## src/rtl/kb_event_decoder.sv

```systemverilog
// PS/2 scan-byte decoder: make/break/extended key events into a first-word-fall-through FIFO,
// with an optional typematic-repeat filter and a sticky overflow flag.
module kb_event_decoder #(
    parameter int unsigned W_SIZE        = 2,
    parameter bit          REPORT_MAKE   = 1'b1,
    parameter bit          FILTER_REPEAT = 1'b1
) (
    input  logic       clk,
    input  logic       reset,
    input  logic [7:0] scan_data,
    input  logic       scan_done_tick,
    input  logic       rd_key_event,
    input  logic       clr_overflow,
    output logic [9:0] key_event,
    output logic       kb_buf_empty,
    output logic       kb_buf_full,
    output logic       overflow
);

    localparam int unsigned Depth = 2 ** W_SIZE;
    localparam logic [W_SIZE:0] CountFull = (W_SIZE + 1)'(Depth);

    typedef enum logic [1:0] {StIdle, StExt, StBrk, StExtBrk} state_e;

    state_e            state_q, state_d;
    logic              held_valid_q, held_valid_d;
    logic [8:0]        held_q, held_d;
    logic [W_SIZE-1:0] wr_ptr_q, wr_ptr_d;
    logic [W_SIZE-1:0] rd_ptr_q, rd_ptr_d;
    logic [W_SIZE:0]   count_q, count_d;
    logic              overflow_q, overflow_d;
    logic [9:0]        mem_q [Depth];

    logic       emit, ev_brk, ev_ext, held_hit, wr_en, do_push, do_pop, drop;
    logic [8:0] ev_key;

    // Byte decoder
    always_comb begin
        state_d = state_q;
        emit    = 1'b0;
        ev_brk  = 1'b0;
        ev_ext  = 1'b0;
        if (scan_done_tick) begin
            unique case (state_q)
                StIdle: begin
                    if (scan_data == 8'hE0) begin
                        state_d = StExt;
                    end else if (scan_data == 8'hF0) begin
                        state_d = StBrk;
                    end else if (!(scan_data inside {8'h00, 8'hAA, 8'hEE, 8'hFA, 8'hFE, 8'hFF})) begin
                        emit = 1'b1;
                    end
                end
                StExt: begin
                    if (scan_data == 8'hF0) begin
                        state_d = StExtBrk;
                    end else if (scan_data != 8'hE0) begin
                        emit    = 1'b1;
                        ev_ext  = 1'b1;
                        state_d = StIdle;
                    end
                end
                StBrk: begin
                    emit    = 1'b1;
                    ev_brk  = 1'b1;
                    state_d = StIdle;
                end
                StExtBrk: begin
                    emit    = 1'b1;
                    ev_brk  = 1'b1;
                    ev_ext  = 1'b1;
                    state_d = StIdle;
                end
                default: state_d = StIdle;
            endcase
        end
    end

    assign ev_key   = {ev_ext, scan_data};
    assign held_hit = held_valid_q && (ev_key == held_q);

    // Held-key tracking; held follows makes even when makes are not reported
    always_comb begin
        held_valid_d = held_valid_q;
        held_d       = held_q;
        wr_en        = 1'b0;
        if (emit) begin
            if (ev_brk) begin
                wr_en = 1'b1;
                if (held_hit) begin
                    held_valid_d = 1'b0;
                end
            end else if (!(held_hit && FILTER_REPEAT)) begin
                wr_en        = REPORT_MAKE;
                held_valid_d = 1'b1;
                held_d       = ev_key;
            end
        end
    end

    assign kb_buf_empty = (count_q == '0);
    assign kb_buf_full  = (count_q == CountFull);
    assign do_pop       = rd_key_event && !kb_buf_empty;
    // A pop in the same cycle frees the slot, so a full FIFO still accepts the write
    assign do_push      = wr_en && (!kb_buf_full || rd_key_event);
    assign drop         = wr_en && kb_buf_full && !rd_key_event;

    always_comb begin
        wr_ptr_d   = do_push ? wr_ptr_q + W_SIZE'(1) : wr_ptr_q;
        rd_ptr_d   = do_pop ? rd_ptr_q + W_SIZE'(1) : rd_ptr_q;
        count_d    = count_q;
        overflow_d = overflow_q;
        if (do_push && !do_pop) begin
            count_d = count_q + (W_SIZE + 1)'(1);
        end else if (do_pop && !do_push) begin
            count_d = count_q - (W_SIZE + 1)'(1);
        end
        if (clr_overflow) begin
            overflow_d = 1'b0;
        end
        if (drop) begin
            overflow_d = 1'b1;
        end
    end

    always_ff @(posedge clk or posedge reset) begin
        if (reset) begin
            state_q      <= StIdle;
            held_valid_q <= 1'b0;
            held_q       <= '0;
            wr_ptr_q     <= '0;
            rd_ptr_q     <= '0;
            count_q      <= '0;
            overflow_q   <= 1'b0;
        end else begin
            state_q      <= state_d;
            held_valid_q <= held_valid_d;
            held_q       <= held_d;
            wr_ptr_q     <= wr_ptr_d;
            rd_ptr_q     <= rd_ptr_d;
            count_q      <= count_d;
            overflow_q   <= overflow_d;
        end
    end

    always_ff @(posedge clk) begin
        if (do_push) begin
            mem_q[wr_ptr_q] <= {ev_brk, ev_key};
        end
    end

    assign key_event = mem_q[rd_ptr_q];
    assign overflow  = overflow_q;

endmodule
```

## config.mk

```make
export PLATFORM = sky130hd
export DESIGN_NAME = kb_event_decoder
export DESIGN_NICKNAME = d
export VERILOG_FILES = /design/src/rtl/kb_event_decoder.sv
export SDC_FILE = /design/constraint.sdc
export NUM_CORES = 1
export LEC_CHECK = 0
export BUFFER_PORTS_ARGS = -buffer_cell sky130_fd_sc_hd__clkbuf_2
export CAP_MARGIN = 20
export CORE_AREA = 2 2 70 72
export CTS_BUF_LIST = sky130_fd_sc_hd__clkbuf_4
export DETAILED_ROUTE_END_ITERATION = 12
export DIE_AREA = 0 0 72 74
export PLACE_DENSITY = 0.87
export SETUP_SLACK_MARGIN = 0.1
export SYNTH_ARGS = -nofsm -noshare
export SYNTH_HDL_FRONTEND = slang
export SYNTH_SLANG_ARGS = --single-unit
```

## constraint.sdc

```tcl
create_clock -name clk -period 7.2 [get_ports clk]
set_clock_uncertainty 0.1 [all_clocks]
set_input_delay 1.44 -clock clk [delete_from_list [all_inputs] [get_ports clk]]
set_output_delay 1.44 -clock clk [all_outputs]
set_load 0.02 [all_outputs]
```

======== Word level (Yosys, flattened, before mapping) ========
Memories as Yosys holds them, arrays and structs flattened.
Cells that the tools add are included.
operators by class
  add/subtract/negate cells ............... 4
  reductions and logical operators ........ 23
  multiplexer cells ....................... 28
  bitwise gates (word level) .............. 2
  eq/ne operators ......................... 17
operators with widths
  cell                   number
  $eq A8 B8 Y1 const B   7
  $mux W1                19
  $eq A9 B9 Y1           1
  $reduce_and A3 Y1      3
  $logic_not A8 Y1       1
  $mux W2                4
  $ne A8 B8 Y1 const B   1
  $logic_and A1 B1 Y1    7
  $mux W3                2
  $ne A3 B3 Y1 const B   2
  $pmux W2 S3            1
  $reduce_bool A6 Y1     1
  $logic_not A1 Y1       5
  $add A2 B1 Y2 const B  2
  $eq A2 B2 Y1 const B   2
  $reduce_bool A2 Y1     2
  $add A3 B1 Y3 const B  1
  $eq A3 B3 Y1 const B   1
  $logic_not A3 Y1       1
  $pmux W1 S3            1
  $sub A3 B1 Y3 const B  1
  $eq A2 B1 Y1 const B   1
  $logic_not A2 Y1       1
  $ne A2 B1 Y1 const B   1
  other kinds (5)        6
word-level totals
  memories ................................ 1
  RAM bits ................................ 40
  word-level logic and storage cells ...... 82
  output and inout bits ................... 13
  input port bits ......................... 13
  flip-flop bits (word level) ............. 20
memories
  name   depth  width  rd ports  clocked after memory_dff  write ports  line  RTL
  mem_q  4      10     1         0                         1            32    logic [9:0] mem_q [Depth];

======== Depth between registers and ports, before layout ========
Gate-level depths: netlist (run 1).
  depth after elaboration ................. 15
  gate-level depth with buffers ........... 15
  depth with buffers taken out ............ 14

======== Worst setup path after synthesis (run 1) ========
Ideal clock, no wire load.
  path type ............................... input-to-reg
  start point ............................. input scan_data[0]
  end point ............................... register count_q[2]
  stages on the path ...................... 15
  setup slack ............................. 2.640 ns
  buffers on the path ..................... 1
  arrival time ............................ 4.381 ns
  setup time .............................. 0.079 ns
  required time ........................... 7.021 ns
  path through ............................ or4_1 o31a_1 and2_1 xnor2_1 and4_1 ha_1 nor2_1 and3_1 buf_6 ha_1 inv_1 fa_1 xor2_1 nor2_1 xor2_1
on the way
  cells in the longest elaborated chain, start to end .. 14
  elaborated cells on any way between the ends .. 30
  classes of those cells .................. 9 x eq/ne; 13 x mux; 8 x reduce/logical
RTL lines
  item                          line  RTL
  from (decl)                   10    input logic [7:0] scan_data,
  $ne A8 B8 Y1                  57    end else if (scan_data != 8'hE0) begin
  $mux W1                       57
  $mux W1 *                     55    if (scan_data == 8'hF0) begin
  $pmux W1 S2 *                 44    unique case (state_q)
  $mux W1 *                     43    if (scan_done_tick) begin
  net ev_ext                    34    logic emit, ev_brk, ev_ext, held_hit, wr_en, do_push, do_pop, drop;
  $eq A9 B9 Y1 *                80    assign held_hit = held_valid_q && (ev_key == held_q);
  $logic_and A1 B1 Y1 *         80
  $mux W1 *                     93    end else if (!(held_hit && FILTER_REPEAT)) begin
  $mux W1 *                     88    if (ev_brk) begin
  $mux W1 *                     87    if (emit) begin
  $logic_and A1 B1 Y1 *         105   assign do_push = wr_en && (!kb_buf_full || rd_key_event);
  net do_push                   34
  $logic_not A1 Y1              115   end else if (do_pop && !do_push) begin
  $logic_and A1 B1 Y1           115
  $reduce_bool A2 Y1 (no line)  --
  to (signal assigned)          141   count_q <= count_d;
  to (decl)                     30    logic [W_SIZE:0] count_q, count_d;
Mark *: on every way through the listed nets, which the timed path passes. The rest lies on a longest branch.
A chain may end at the register's enable or synchronous reset.

======== Worst setup path in the final report (run 1) ========
  start point ............................. input scan_data[0]
  end point ............................... register count_q[2]
on the way
  cells in the longest elaborated chain, start to end .. 14
  elaborated cells on any way between the ends .. 30
  classes of those cells .................. 9 x eq/ne; 13 x mux; 8 x reduce/logical
RTL lines
  item                          line
  $ne A8 B8 Y1                  57
  $mux W1                       57
  $mux W1 *                     55
  $pmux W1 S2 *                 44
  $mux W1 *                     43
  net ev_ext                    34
  $eq A9 B9 Y1 *                80
  $logic_and A1 B1 Y1 *         80
  $mux W1 *                     93
  $mux W1 *                     88
  $mux W1 *                     87
  $logic_and A1 B1 Y1 *         105
  $logic_not A1 Y1              115
  $logic_and A1 B1 Y1           115
  $reduce_bool A2 Y1 (no line)  --
Marks and branches as above.

==> results_dict.tcl, run 1 <==
set metrics [dict create \
    grt.total_usage 0.200 \
    timing.hold.ws_ns 0.437 \
    synth_cell_types 40 \
    routedWlPerCell_microns 18.1 \
    setup_tns_ns 0 \
    synth-edff-count 40 \
    cts_buffers 9 \
    start_util 0.571 \
    final_core_util 0.642 \
    core_area_sq_mm 0.00460 \
    fill_cells 344 \
    p_leak_uw 0.00113 \
    p_int_uw 735 \
    synthFlopType "edfxtp_1" \
    clk_pin_slew_ns 0.09 \
    syn2layout_area_growth_pct 12.5 \
    synthCells 159 \
    gp_congestion 0.815 \
    yosysMostFrequentCell "edfxtp_1" \
    drc 0 \
    die-area_sq_mm 0.00533 \
    cp-start-kind "input pin" \
    grt_overflow_total 0 \
    syn_area_sq_mm 0.00262 \
    die_w_microns 72 \
    drive_gt1_frac 0.335 \
    hold_path_class "reg -> reg" \
    outcome "finished clean" \
    swShare 0.316 \
    fin_crit_ns 4.73 \
    drt_pass1_iterations 4 \
    cts_tree "done" \
    clock_sinks 60 \
    relSlewSlack 0.483 \
    cts_resized 0 \
    io_buffers 25 \
    ys.warnings.count 0 \
    htree_levels 3 \
    synth_nets 180 \
    required_ns 7.40 \
    cap_violations 0 \
    finalHoldViolCount 0 \
    ir_drop_v 0.000182 \
    drt_iter0_markers 153 \
    fin_crit_sh 0.657 \
    end_kind "flop" \
    fin_nets 213 \
    rows 25 \
    clkLatencyLatePin_ns 0.38 \
    netlist.top_cell.by_area "edfxtp_1" \
    regArea_sq_mm 0.00170 \
    grt_start_max_net_pins 21 \
    via_per_inst 5.86 \
    via_count 1470 \
    die_h_microns 74 \
    crit_path_max_fanout 9 \
    yosys-top-cells-count "edfxtp_1 (40), dfrtp_1 (20), inv_1 (10), mux4_2 (10), xnor2_1 (10)" \
    multi_input_area_sq_um 866 \
    grt_pass1_vias 1521 \
    ant_nets 0 \
    switchingPower_uw 340 \
    comb_power_share 0.287 \
    synth_top_area_share 0.458 \
    slew_violations 0 \
    n_antenna_cell 0 \
    tightest_slew_ns 0.774 \
    rsz0062_at_grt "false" \
    ys_ff_latch 60 \
    p_per_area_mw_per_mm2 364 \
    hold_buffers 0 \
    boundaryPins 26 \
    synth_area_per_cell_sq_um 16.5 \
    cts-root-buf "clkbuf_4" \
    antenna_found_initial 0 \
    clockBufferDepth 2 \
    p_clk_frac 0.238 \
    path_class "in -> reg" \
    grt_pass1_wl_mm 7.58 \
    cts_setup_buffers 0 \
    async_reset_ff_frac 0.333 \
    seq_power_share 0.474 \
    cp_data_arrival_time_ns 4.93 \
    dp_hpwl_mm 3.23 \
    wirelength_mm 4.55 \
    synthTopCellsByArea "edfxtp_1 (46%), dfrtp_1 (19%), mux4_2 (8.6%)" \
    fmaxAchievable_mhz 211 \
    setup_viol 0 \
    yosysSeqAreaShare 0.649 \
]
-- power by group through the flow --
stage	logic (uW)	clock network (uW)	registers [uW]
finish	309	256	510
CTS	315	260	512
global route	336	276	521
detailed placement	314	0	519
global placement	300	0	510
floorplan	253	0	481
-- sequential cells by signal, indices dropped and copies added, names as in the netlist --
name          cells
wr_ptr_q          2
rd_ptr_q          2
state_q           2
overflow          1
held_valid_q      1
count_q           3
held_q            9
mem_q            40
-- path summary, 6_finish.rpt --
kind,startpoint,to,slack [ns],cells after the start
setup / recovery,scan_data[0],count_q[2]$_DFFE_PP0P_,2.47,15
hold / removal,held_q[3]$_DFFE_PP0P_,held_q[3]$_DFFE_PP0P_,0.44,1
setup reg to reg,state_q[1]$_DFFE_PP0P_,count_q[2]$_DFFE_PP0P_,3.77,13
hold reg to reg,held_q[3]$_DFFE_PP0P_,held_q[3]$_DFFE_PP0P_,0.44,1
max in group asynchronous,reset,held_q[8]$_DFFE_PP0P_,5.45,2
min in group asynchronous,reset,held_q[6]$_DFFE_PP0P_,1.06,2
-- layer usage --
| metal | share of wire | vias to the layer above | GRT usage |
|---|---|---|---|
| met5 | 0 | - | 0 |
| met4 | 0.024 | 0 | 0.107 |
| met3 | 0.053 | 11 | 0.0583 |
| met2 | 0.51 | 43 | 0.317 |
| met1 | 0.41 | 747 | 0.254 |
| li1 | - | 669 | - |
-- layout make-up --
cell class	instances	share of cell area
clock buffers	10	0.0254
clock inverters	6	0.0267
inverters	10	0.0127
multi-input cells	86	0.293
flip-flops and latches	60	0.577
well taps	54	0.0229
repair buffers	25	0.0424
-- critical path, cell delays in order --
cell and delay (ns):
clkbuf_2 0.15, or4_1 0.56, o31a_1 0.39, and2_1 0.26
xnor2_1 0.17, and4_1 0.21, ha_1 0.19, nor2_1 0.09
and3_1 0.32, ha_1 0.23, inv_1 0.06, fa_1 0.37
xor2_1 0.15, nor2_1 0.15, xor2_1 0.19
-- per-stage QoR --
step,instance area (sq um),worst slack (ns),instances,total power (uW)
global placement,2800,2.34,235,811
global route,2950,2.26,251,1130
CTS,2950,2.46,251,1090
floorplan,2620,2.64,159,734
finish,2950,2.47,251,1080
detailed placement,2800,2.05,235,832
-- layout by cell type (no fill, tap or decap), types with 2 or more instances in the layout --
master / synthesis / layout
a21oi_1: 2 / 2
nand4_1: 3 / 3
nor4_1: 3 / 3
edfxtp_1: 40 / 40
bufinv_16: 0 / 2
clkinv_1: 0 / 3
nor3_1: 2 / 2
nor2_1: 3 / 3
clkbuf_4: 0 / 10
mux2_2: 9 / 9
nand3_1: 2 / 2
or4_1: 2 / 2
clkbuf_2: 0 / 25
dfrtp_1: 20 / 20
xor2_1: 5 / 5
nand2_1: 3 / 3
o21ai_0: 2 / 2
and2_2: 4 / 4
xnor2_1: 10 / 10
mux4_2: 10 / 10
inv_1: 10 / 10
ha_1: 7 / 7
-- logic make-up (layout without fill, tap and decap cells) --
| logic type | after synthesis | in the layout | share of synthesized area |
|---|---|---|---|
| flops | 60 | 60 | 0.649 |
| simple gates | 32 | 32 | 0.0777 |
| mux | 20 | 20 | 0.130 |
| xor+xnor | 15 | 15 | 0.0501 |
| buf+inv | 13 | 51 | 0.0215 |
| compound gates | 11 | 11 | 0.0310 |
| fa+ha+maj | 8 | 8 | 0.0410 |
No activity file was read; power rests on OpenSTA's default activity.
==> run 2: changes to the inputs <==
--- a/config.mk
+++ b/config.mk
@@ -5,13 +5,14 @@
 export SDC_FILE = /design/constraint.sdc
 export NUM_CORES = 1
 export LEC_CHECK = 0
+export ABC_AREA = 1
 export BUFFER_PORTS_ARGS = -buffer_cell sky130_fd_sc_hd__clkbuf_2
 export CAP_MARGIN = 20
-export CORE_AREA = 2 2 70 72
+export CORE_AREA = 2 2 76 78
 export CTS_BUF_LIST = sky130_fd_sc_hd__clkbuf_4
 export DETAILED_ROUTE_END_ITERATION = 12
-export DIE_AREA = 0 0 72 74
-export PLACE_DENSITY = 0.87
+export DIE_AREA = 0 0 78 80
+export PLACE_DENSITY = 0.85
 export SETUP_SLACK_MARGIN = 0.1
 export SYNTH_ARGS = -nofsm -noshare
 export SYNTH_HDL_FRONTEND = slang
==> constraint.sdc (replaced) <==
create_clock -name clk -period 3.8 [get_ports clk]
set_clock_uncertainty 0.1 [all_clocks]
set_input_delay 0.76 -clock clk [delete_from_list [all_inputs] [get_ports clk]]
set_output_delay 0.76 -clock clk [all_outputs]
set_load 0.02 [all_outputs]
==> results_dict.tcl, run 2 <==
set metrics [dict create \
    outcome "finished clean" \
    dp_hpwl_mm 3.97 \
    synth_nets 306 \
    path_class "in -> reg" \
    synth_compound_area_frac 0.113 \
    routedWlPerCell_microns 14.0 \
    synth_top_area_share 0.416 \
    p_clk_frac 0.161 \
    gp_congestion 0.844 \
    crit_path_max_fanout 9 \
    grt_overflow_total 0 \
    fill_cells 458 \
    async_reset_ff_frac 0.333 \
    netlist.top_cell.by_area "edfxtp_1" \
    drt_pass1_iterations 5 \
    fin_nets 344 \
    boundaryPins 26 \
    largest-register "mem_q" \
    synth_area_per_cell_sq_um 10.1 \
    cts-root-buf "clkbuf_4" \
    hold_buffers 0 \
    relSlewSlack 0.460 \
    required_ns 3.99 \
    largest_reg_flops 40 \
    die_w_microns 78 \
    cts_resized 0 \
    drc 0 \
    synth_cell_types 28 \
    htree_levels 3 \
    fmaxAchievable_mhz 317 \
    via_count 2063 \
    comb_power_share 0.392 \
    cp-start-kind "input pin" \
    fin_crit_ns 3.15 \
    drive_gt1_frac 0.223 \
    p_int_uw 1350 \
    timing.hold.ws_ns 0.369 \
    die-area_sq_mm 0.00624 \
    start_util 0.534 \
    p_per_area_mw_per_mm2 713 \
    ir_drop_v 0.000325 \
    io_buffers 25 \
    synthSimpleGateAreaFrac 0.165 \
    startpoint "scan_data[1]" \
    ys_ff_latch 60 \
    seq_power_share 0.447 \
    synth.area.mux_share 0.00390 \
    final_common_cell "nor2_1" \
    grt_start_max_net_pins 23 \
    switchingPower_uw 952 \
    drt_iter0_markers 116 \
    synthAdderAreaFrac 0.0373 \
    regArea_sq_mm 0.00170 \
    cts_buffers 9 \
    swShare 0.413 \
    rsz0062_at_grt "false" \
    multi_input_area_sq_um 982 \
    end_kind "flop" \
    final_cell_mix "nor2_1 (43), inv_1 (41), edfxtp_1 (40)" \
    tightest_slew_ns 0.809 \
    synthXorXnorAreaFrac 0.0213 \
    rows 27 \
    antenna_found_initial 0 \
    slew_violations 0 \
    cap_violations 0 \
    p_leak_uw 0.00143 \
    die_h_microns 80 \
    setup_tns_ns 0 \
    fin_crit_sh 0.829 \
    finalHoldViolCount 0 \
    yosys-top-cells-count "nor2_1 (43), inv_1 (41), edfxtp_1 (40)" \
    clk_pin_slew_ns 0.11 \
    synth_top_family_by_area "simple AND/OR/NAND/NOR gates" \
    n_antenna_cell 0 \
    cp_data_arrival_time_ns 3.34 \
    ant_nets 0 \
    yosysMostFrequentCell "nor2_1" \
    cts_setup_buffers 0 \
    syn_area_sq_mm 0.00288 \
    via_per_inst 5.16 \
    setup_viol 0 \
    synth-edff-count 40 \
    grt_pass1_vias 1972 \
    synthTopCellsByArea "edfxtp_1 (42%), dfrtp_1 (17%), nor2_1 (5.6%)" \
    core_area_sq_mm 0.00541 \
    grt.total_usage 0.201 \
    synthCells 285 \
    syn2layout_area_growth_pct 12.1 \
    cts_tree "done" \
    yosysSeqAreaShare 0.590 \
    r2r_start "state_q[1]$_DFFE_PP0P_" \
    wirelength_mm 5.61 \
    grt_pass1_wl_mm 9.36 \
    clockBufferDepth 2 \
    top_regs "mem_q x40, held_q x9, count_q x3" \
    ys.warnings.count 0 \
    synthFlopType "edfxtp_1" \
    clock_sinks 60 \
    hold_path_class "in -> async" \
    clkLatencyLatePin_ns 0.41 \
]
[run 2: path summary, 6_finish.rpt]
kind	endpoint	slack [ns]	depth (start not counted)
max in group asynchronous	held_q[1]$_DFFE_PP0P_	2.72	2
worst min-delay path	held_q[3]$_DFFE_PP0P_	0.37	2
worst min register to register	held_valid_q$_DFFE_PP0P_	0.42	2
worst max-delay path	count_q[2]$_DFFE_PP0P_	0.65	22
worst max register to register	count_q[2]$_DFFE_PP0P_	0.94	17
min in group clk	held_valid_q$_DFFE_PP0P_	0.42	2
[run 2: cell type report]
class	instances	share of cell area
clock buffers	9	0.0209
clock inverters	7	0.0136
inverters	43	0.0499
multi-input cells	176	0.304
flip-flops and latches	60	0.527
well taps	72	0.0279
repair buffers	33	0.0573
[run 2: through the flow]
stage / util / total power [uW] / instance area, sq um / instances / setup WS, ns
after detailed placement: 0.577 / 1950 / 3120 / 384 / 0.256
after floorplan: - / 1670 / 2880 / 285 / 0.541
final: 0.598 / 2300 / 3230 / 400 / 0.648
after global routing: 0.598 / 2470 / 3230 / 400 / 0.384
after CTS: 0.598 / 2320 / 3230 / 400 / 0.663
after global placement: 0.577 / 1900 / 3120 / 384 / 0.394
[run 2: power by group through the flow]
| stage | clock [uW] | combinational [uW] | sequential (uW) |
|---|---|---|---|
| after CTS | 381 | 912 | 1030 |
| final | 370 | 903 | 1030 |
| after global routing | 410 | 1010 | 1060 |
| after detailed placement | 0 | 906 | 1050 |
| after global placement | 0 | 866 | 1030 |
| after floorplan | 0 | 682 | 985 |
[run 2: critical path, cell delays in order]
cell	delay (ns)
clkbuf_2	0.20
inv_2	0.06
nand2_1	0.09
nor2_2	0.06
nand2_1	0.09
nand3_2	0.07
nand2_2	0.11
nand2_1	0.08
inv_1	0.14
nand2_1	0.07
nand3_1	0.09
inv_1	0.05
ha_1	0.16
inv_1	0.12
nand4_1	0.13
inv_1	0.08
ha_1	0.13
inv_1	0.08
fa_1	0.39
a21oi_1	0.15
o21ai_0	0.11
xor2_1	0.15
[run 2: logic make-up after synthesis]
group           after synthesis
mux                           1
compound gates               55
fa+ha+maj                     8
flops                        60
buf+inv                      49
xor+xnor                      7
simple gates                105
[run 2: per-layer routing]
metal | global-route usage | vias to the layer above | routed length, microns
li1 | - | 1027 | -
met1 | 0.253 | 966 | 2340
met2 | 0.336 | 62 | 2850
met3 | 0.0475 | 8 | 324
met4 | 0.0789 | 0 | 83
met5 | 0 | - | 0
==> run 3: changes to the inputs <==
==> constraint.sdc (replaced) <==
create_clock -name clk -period 2.8 [get_ports clk]
set_clock_uncertainty 0.1 [all_clocks]
set_input_delay 0.56 -clock clk [delete_from_list [all_inputs] [get_ports clk]]
set_output_delay 0.56 -clock clk [all_outputs]
set_load 0.02 [all_outputs]
==> results_dict.tcl, run 3 (synthesis results as in run 2) <==
set metrics [dict create \
    via_per_inst 5.06 \
    antenna_found_initial 0 \
    drt_pass1_iterations 5 \
    top_regs "mem_q x40, held_q x9, count_q x3" \
    grt_pass1_vias 2149 \
    switchingPower_uw 1300 \
    reg2reg_depth 15 \
    final_common_cell "nor2_1" \
    fin_nets 364 \
    cts_buffers 9 \
    grt_overflow_total 0 \
    r2r_start "held_q[7]$_DFFE_PP0P_" \
    largest_reg_flops 40 \
    ant_nets 0 \
    boundaryPins 26 \
    final_core_util 0.640 \
    outcome "finished clean" \
    grt.total_usage 0.199 \
    p_total_uw 3200 \
    hold_buffers 0 \
    slew_violations 0 \
    rsz0062_at_grt "false" \
    gp_congestion 0.837 \
    rrSetupSlack_ns 0.28 \
    tightest_slew_ns 0.799 \
    use_met2 0.334 \
    largest-register "mem_q" \
    grt_start_max_net_pins 23 \
    crit_slowest_cell "fa_2" \
    clockBufferDepth 2 \
    p_per_area_mw_per_mm2 925 \
    crit_path_max_fanout 6 \
    setup_tns_ns 0 \
    setup_viol 0 \
    top_usage_layer "met2" \
    n_antenna_cell 0 \
    p_clk_frac 0.159 \
    path_class "in -> reg" \
    fin_crit_sh 0.922 \
    cts-root-buf "clkbuf_4" \
    clkLatencyLatePin_ns 0.39 \
    dp_hpwl_mm 4.05 \
    wirelength_mm 5.55 \
    path_buf_inv 7 \
    required_ns 2.99 \
    cap_violations 0 \
    ir_drop_v 0.000368 \
    fin_crit_ns 2.58 \
    routedWlPerCell_microns 13.2 \
    relSlewSlack 0.466 \
    finalHoldViolCount 0 \
    io_buffers 25 \
    grt_pass1_wl_mm 9.47 \
    drive_gt1_frac 0.307 \
    path_delay_family "adder cells" \
    comb_power_share 0.414 \
    grtUsageMet3 0.0611 \
    cp_data_arrival_time_ns 2.77 \
    cts_tree "done" \
    fmaxAchievable_mhz 388 \
    cp-start-kind "input pin" \
    drt_iter0_markers 129 \
    via_count 2125 \
    fill_cells 444 \
    drc 0 \
    clk_pin_slew_ns 0.10 \
    final_cell_mix "nor2_1 (43), edfxtp_1 (40), inv_1 (34), nand2_1 (34), o21ai_0 (31)" \
    seq_power_share 0.427 \
    crit_top_cell "inv_2" \
    dp.cells 404 \
    clock_sinks 60 \
    die_h_microns 80 \
    rows 27 \
    start_util 0.534 \
    core_area_sq_mm 0.00541 \
    hold_path_class "in -> async" \
    die-area_sq_mm 0.00624 \
    cp_slowest_stage_delay_ns 0.43 \
    die_w_microns 78 \
    p_int_uw 1900 \
    syn2layout_area_growth_pct 19.9 \
    crit_chain "clkbuf_4 > inv_6 > nand2_4 > nor2_4 > nand2_2 > nand3_2 > nand2_4 > nand2_2 > inv_2 > nand2_1 > nand3_1 > inv_1 > ha_2 > inv_2 > nand4_1 > inv_1 > ha_2 > inv_2 > fa_2 > mux2_4" \
    swShare 0.406 \
    p_leak_uw 0.00153 \
    htree_levels 3 \
    r2r-end "count_q[1]$_DFFE_PP0P_" \
    end_kind "flop" \
    finalNonFillerCells 420 \
    met1_usage 0.241 \
]
run 3: cell type report:
cell class	count	area, sq um	share of cell area
Sequential cell	60	1700	0.492
Multi-Input combinational cell	176	1030	0.297
Timing Repair Buffer	53	338	0.0977
Inverter	43	186	0.0539
Tap cell	72	90.1	0.0260
Clock buffer	10	75.1	0.0217
Clock inverter	6	40.0	0.0116
run 3: metal layers:
layer,share of wire,up-vias
met1,0.44,994
met4,0.017,0
met3,0.052,10
met2,0.49,55
li1,-,1066
met5,0,-
run 3: per-stage QoR:
stage / setup slack, ns / hold slack (ns) / area (sq um)
2_1_floorplan: -0.0977 / 0.358 / 2950
3_3_place_gp: -0.152 / 0.399 / 3340
3_5_place_dp: -0.234 / 0.406 / 3340
4_1_cts: 0.189 / 0.205 / 3450
5_1_grt: 0.0858 / 0.224 / 3460
6_report: 0.219 / 0.184 / 3460
run 3: worst max path at each step:
stage,startpoint,end,slack [ns],cells after the start
final,scan_data[0],count_q[1]$_DFFE_PP0P_,0.22,20
after global routing,scan_data[0],count_q[2]$_DFFE_PP0P_,0.09,21
after detailed placement,scan_data[0],count_q[1]$_DFFE_PP0P_,-0.23,20
after CTS,scan_data[0],count_q[1]$_DFFE_PP0P_,0.19,20
after floorplan,scan_data[2],count_q[1]$_DFFE_PP0P_,-0.1,19
after global placement,scan_data[0],count_q[1]$_DFFE_PP0P_,-0.15,20
run 3: power groups by stage:
stage                     registers, uW  logic (uW)  clock network, uW
final                              1370        1330                507
after global placement             1370        1270                  0
after floorplan                    1340         956                  0
after CTS                          1360        1330                519
after detailed placement           1380        1330                  0
after global routing               1390        1480                566
run 3: what timing repair did:
action,in CTS,in global routing
buffers inserted,0,0
gates resized for setup,0,5
setup endpoints to repair,0,2
